$ cat config.mk
export PLATFORM = sky130hd
export DESIGN_NAME = uart_frame_rx
export DESIGN_NICKNAME = d
export VERILOG_FILES = /design/src/rtl/uart_frame_rx.sv
export SDC_FILE = /design/constraint.sdc
export NUM_CORES = 1
export LEC_CHECK = 0
export ABC_AREA = 1
export BUFFER_PORTS_ARGS = -buffer_cell sky130_fd_sc_hd__buf_2
export CAP_MARGIN = 20
export CORE_ASPECT_RATIO = 0.7
export CORE_UTILIZATION = 54
export DETAILED_ROUTE_END_ITERATION = 16
export GPL_ROUTABILITY_DRIVEN = 0
export GPL_TIMING_DRIVEN = 1
export PLACE_DENSITY_LB_ADDON = 0.15
export SLEW_MARGIN = 20
export SYNTH_ARGS = -nofsm -noshare
export SYNTH_HDL_FRONTEND = slang
export SYNTH_SLANG_ARGS = --single-unit
$ cat constraint.sdc
create_clock -name clk -period 3.3 [get_ports clk]
set_input_delay 0.495 -clock clk [delete_from_list [all_inputs] [get_ports clk]]
set_output_delay 0.495 -clock clk [all_outputs]
set_load 0.02 [all_outputs]
$ cat src/rtl/uart_frame_rx.sv
// uart_frame_rx: asynchronous frame receiver for the tx_engine line format.
// Decoded characters and error flags are queued in a small show-ahead FIFO.
module uart_frame_rx #(
   parameter int DEPTH = 4
) (
   input  logic        clk,
   input  logic        reset,
   input  logic        rx,
   input  logic        eight,
   input  logic        pen,
   input  logic        ohel,
   input  logic [18:0] k,
   input  logic        clr,
   output logic [7:0]  data,
   output logic        rxrdy,
   output logic        ferr,
   output logic        perr,
   output logic        ovf,
   output logic        busy,
   output logic [2:0]  count
);

   localparam int AW = $clog2(DEPTH);

   typedef enum logic [2:0] {
      IDLE,
      START,
      DATA,
      PARITY,
      STOP
   } state_t;

   state_t state, state_n;

   logic        rx_m, rxs, rxs_d;
   logic        armed;
   logic        eight_q, pen_q, ohel_q;
   logic [18:0] k_q, timer;
   logic [7:0]  sr;
   logic [2:0]  bit_idx;
   logic        perr_q;
   logic        fire, tick, last_bit, push;

   logic [9:0]    mem [DEPTH];
   logic [AW-1:0] wp, rp;
   logic [2:0]    cnt;
   logic          pop, wr;
   logic [9:0]    head;

   always_ff @(posedge clk or posedge reset) begin
      if (reset) begin
         rx_m  <= 1'b1;
         rxs   <= 1'b1;
         rxs_d <= 1'b1;
      end else begin
         rx_m  <= rx;
         rxs   <= rx_m;
         rxs_d <= rxs;
      end
   end

   always_ff @(posedge clk or posedge reset) begin
      if (reset) state <= IDLE;
      else       state <= state_n;
   end

   always_comb begin
      fire     = (state == IDLE) && armed && rxs_d && !rxs;
      tick     = (timer == 19'd0);
      last_bit = (bit_idx == (eight_q ? 3'd7 : 3'd6));
      state_n  = state;
      push     = 1'b0;
      unique case (state)
         IDLE:   if (fire) state_n = START;
         START:  if (tick) state_n = rxs ? IDLE : DATA;
         DATA:   if (tick && last_bit) state_n = pen_q ? PARITY : STOP;
         PARITY: if (tick) state_n = STOP;
         STOP: begin
            if (tick) begin
               state_n = IDLE;
               push    = 1'b1;
            end
         end
         default: state_n = IDLE;
      endcase
   end

   // armed tracks the last sampled line level so a break only re-arms on high
   always_ff @(posedge clk or posedge reset) begin
      if (reset) begin
         armed   <= 1'b0;
         eight_q <= 1'b0;
         pen_q   <= 1'b0;
         ohel_q  <= 1'b0;
         k_q     <= '0;
         timer   <= '0;
         sr      <= '0;
         bit_idx <= '0;
         perr_q  <= 1'b0;
      end else if (fire) begin
         armed   <= 1'b0;
         eight_q <= eight;
         pen_q   <= pen;
         ohel_q  <= ohel;
         k_q     <= k;
         timer   <= k >> 1;
         sr      <= '0;
         bit_idx <= '0;
         perr_q  <= 1'b0;
      end else if (state == IDLE) begin
         armed <= armed | rxs;
      end else if (tick) begin
         timer <= k_q - 19'd1;
         armed <= rxs;
         if (state == DATA) begin
            sr[bit_idx] <= rxs;
            bit_idx     <= bit_idx + 3'd1;
         end
         if (state == PARITY) perr_q <= (^sr ^ ohel_q) != rxs;
      end else begin
         timer <= timer - 19'd1;
      end
   end

   assign pop = clr && (cnt != 3'd0);
   assign wr  = push && ((cnt != 3'(DEPTH)) || pop);

   always_ff @(posedge clk) begin
      if (wr) mem[wp] <= {~rxs, perr_q, sr};
   end

   always_ff @(posedge clk or posedge reset) begin
      if (reset) begin
         wp  <= '0;
         rp  <= '0;
         cnt <= '0;
         ovf <= 1'b0;
      end else begin
         if (wr)  wp <= wp + 1'b1;
         if (pop) rp <= rp + 1'b1;
         cnt <= cnt + 3'(wr) - 3'(pop);
         if (push && !wr) ovf <= 1'b1;
         else if (clr)    ovf <= 1'b0;
      end
   end

   assign head  = mem[rp];
   assign rxrdy = (cnt != 3'd0);
   assign data  = rxrdy ? head[7:0] : 8'd0;
   assign perr  = rxrdy & head[8];
   assign ferr  = rxrdy & head[9];
   assign busy  = (state != IDLE);
   assign count = cnt;

endmodule

==> reports/metrics.yaml <==
finish:
  num_antenna_cells: 0
  nets: 717
  fin_util: 0.6268
  drive_above_1_share: 0.1295
  area_growth_pct: 12.29
  finalInstanceArea_sq_um: 6117
  stdcell_count: 815
timing:
  maxSlewViolCount: 0
  holdWs_ps: 245.0
  relSlewSlack: 0.5127
  worst_pin_slew_ps: 729.9
  maxClockFrequency_mhz: 365.9
  setup_ws_ps: 566.8
  rsz0062_at_grt: "no"
  fin_setup_tns_ps: 0
  skew_ps: 6.960
  min_period_ps: 2733
  hold_violations: 0
  report.final.setup_viol: 0
  fin_crit_sh: 0.8282
yosys:
  synthesis.area_sq_um: 5448
  synth_seq_cells: 108
  syn_avg_cell_area_sq_um: 8.499
  ys_seq_area_frac: 0.5335
  synth_cell_types: 36
  postSynthCellCount: 641
  syn_nets: 676
  ys_warn_count: 0
route:
  drcViolationCount: 0
  via_count: 4467
  ant_nets: 0
  wl_um: 12770
  via_per_inst: 5.481
  wire_per_inst_um: 15.67
  first_pass_iters: 6
  first_iter_violations: 540
floorplan:
  row_count: 30
  start_util: 0.5582
  io_pins: 42
  dieArea_sq_um: 10500
  core_sq_um: 9759
  die_width_um: 122.1
  die_h_um: 86.04
clock_network:
  postCtsResizedCells: 0
  cts_tree: "yes"
  cts_buffer_depth: 2
  insertion_delay_ps: 350
  numClockSinks: 108
  cts_buffers: 9
  htreeDepth: 3
  ctsHoldBuffers: 0
  clock_tree.root_cell: "clkbuf_16"
  path_clk_slew_ps: 70
  post_cts_buffers: 0
status:
  status: "finished, final reports clean"
critical_path:
  crit_type: "flip-flop to flip-flop"
  timing.rr.start: "timer[3]"
  cp-start-kind: "flip-flop"
  arrival_ps: 3010
  r2r_end: "count[2]"
  r2r.worst_path.cells: 12
  r2r_setup_slack_ps: 570
  startpoint: "timer[3]"
  worstSetupEndpointType: "flip-flop"
  crit_fanout: 10
  worstPathRequired_ps: 3570
pwr:
  seq_power_share: 0.384
  powerDensity_nw_per_um2: 795.0
  p_sw_mw: 1.939
  switching_share: 0.3988
  clock_power_share: 0.229
  p_int_mw: 2.924
  combPwrFrac: 0.387
  ir_worst_vdd_mv: 0.4022
  power_mw: 4.863
  leakage_nw: 2.799
min_path:
  hp-start: "rx"
  whs_endpoint: "rx_m"
  min_path_type: "primary input to flip-flop"
  hold_depth: 1
place:
  post-place-ws_ps: 578.0
  io_buffers: 41
  dp_hpwl_um: 8948
  place_area_sq_um: 5809
  dp.cells: 799
grt:
  antenna_found_initial: 0
  overflow: 0
  grt_pass1_vias: 4055
  grt_max_degree: 51
  grt_pass1_wl_um: 20670
  grt_usage: 0.2612
flow_run:
  cap_violations: 0
-- registers in the layout (all words and copies together) (netlist names), 2 cells and up --
name     flops
count        3
bit_idx      3
k_q         19
mem         40
rp           2
sr           8
wp           2
state        3
timer       19
-- cell usage in the layout, fill, tap and decap left out, types with 3 or more instances in the layout --
| cell | n |
|---|---|
| dfrtp_1 | 65 |
| inv_6 | 3 |
| buf_4 | 10 |
| o21bai_2 | 4 |
| inv_2 | 4 |
| o21ai_0 | 52 |
| a31oi_1 | 6 |
| o21ai_1 | 12 |
| xnor2_1 | 6 |
| a21oi_1 | 39 |
| inv_1 | 66 |
| edfxtp_1 | 40 |
| buf_2 | 41 |
| dfstp_2 | 3 |
| nor2_1 | 114 |
| nand2_1 | 115 |
| ha_1 | 8 |
| clkbuf_16 | 9 |
| nand4_1 | 20 |
| xor2_1 | 9 |
| nand3_1 | 38 |
-- critical path, cell delays in order, from the launching register on --
cell and delay [ps]:
dfrtp_1 420, nor2_1 100, nand2_1 90, nor2_4 280, nand3_4 110, inv_2 120
nand3_1 230, ha_1 370, inv_1 40, ha_1 180, fa_1 380, xnor2_1 180
xor2_1 150
-- area by class of cell --
cell class	instances	area (sq um)
Clock buffer	10	239.0
Clock inverter	6	68.82
Fill cell	854	3642
Inverter	70	262.8
Multi-Input combinational cell	441	2180
Sequential cell	108	2907
Tap cell	128	160.2
Timing Repair Buffer	52	300.3
-- how the worst max path moves through the flow --
| stage | endpoint | slack [ps] | cells past startpoint |
|---|---|---|---|
| 6_report | count[2] | 570 | 12 |
| 5_1_grt | count[2] | 360 | 12 |
| 4_1_cts | count[2] | 560 | 12 |
| 3_5_place_dp | count[2] | 580 | 12 |
| 3_3_place_gp | count[2] | 690 | 11 |
| 2_1_floorplan | count[2] | 600 | 12 |
-- power by group through the flow --
stage          Sequential (mW)  Clock, mW  Combinational, mW
6_report                  1.87       1.11               1.88
5_1_grt                   1.90       1.18               2.12
3_5_place_dp              1.89          0               1.86
3_3_place_gp              1.88          0               1.83
4_1_cts                   1.86       1.14               1.87
2_1_floorplan             1.87          0               1.36
-- synthesized netlist by cell type --
| master | count | area [sq um] |
|---|---|---|
| nand2_1 | 115 | 431.7 |
| nor2_1 | 114 | 427.9 |
| inv_1 | 67 | 251.5 |
| dfrtp_1 | 65 | 1627 |
| o21ai_0 | 52 | 260.3 |
| edfxtp_1 | 40 | 1201 |
| a21oi_1 | 39 | 195.2 |
| nand3_1 | 38 | 190.2 |
| nand4_1 | 20 | 125.1 |
| clkbuf_1 | 13 | 48.80 |
| o21ai_1 | 12 | 60.06 |
| xor2_1 | 9 | 78.83 |
| ha_1 | 8 | 100.1 |
| a31oi_1 | 6 | 37.54 |
| xnor2_1 | 6 | 52.55 |
| buf_2 | 4 | 20.02 |
| o21bai_2 | 4 | 45.04 |
| buf_1 | 3 | 11.26 |
| dfstp_2 | 3 | 78.83 |
| inv_2 | 3 | 11.26 |
| nand2_2 | 2 | 12.51 |
| nor2_4 | 2 | 22.52 |
| nor3_1 | 2 | 10.01 |
| o21bai_1 | 2 | 15.01 |
| a22oi_1 | 1 | 7.510 |
| buf_4 | 1 | 7.510 |
| buf_6 | 1 | 11.26 |
| fa_1 | 1 | 20.02 |
| nand3_4 | 1 | 17.52 |
| nand3b_1 | 1 | 7.510 |
| nor2_8 | 1 | 20.02 |
| nor3_2 | 1 | 10.01 |
| o21ai_2 | 1 | 8.760 |
| o221ai_1 | 1 | 8.760 |
| or2_2 | 1 | 6.260 |
| or2_4 | 1 | 8.760 |
-- cell families after synthesis --
| group | count (synthesis) | synth area share |
|---|---|---|
| adders and majority gates | 9 | 0.02205 |
| AOI/OAI and AO/OA | 118 | 0.1171 |
| xor gates and xnor gates | 15 | 0.02412 |
| and+or+nand+nor | 299 | 0.2368 |
| buffers and inverters | 92 | 0.06638 |
| DFF | 108 | 0.5335 |
-- metal layers --
layer | up-vias | global-route usage | part of all wire
li1 | 2201 | - | -
met5 | - | 0 | 0
met4 | 0 | 0.06430 | 0.012
met1 | 2078 | 0.4101 | 0.49
met3 | 13 | 0.06117 | 0.075
met2 | 175 | 0.3595 | 0.42
(Power assumes the default switching activity.)
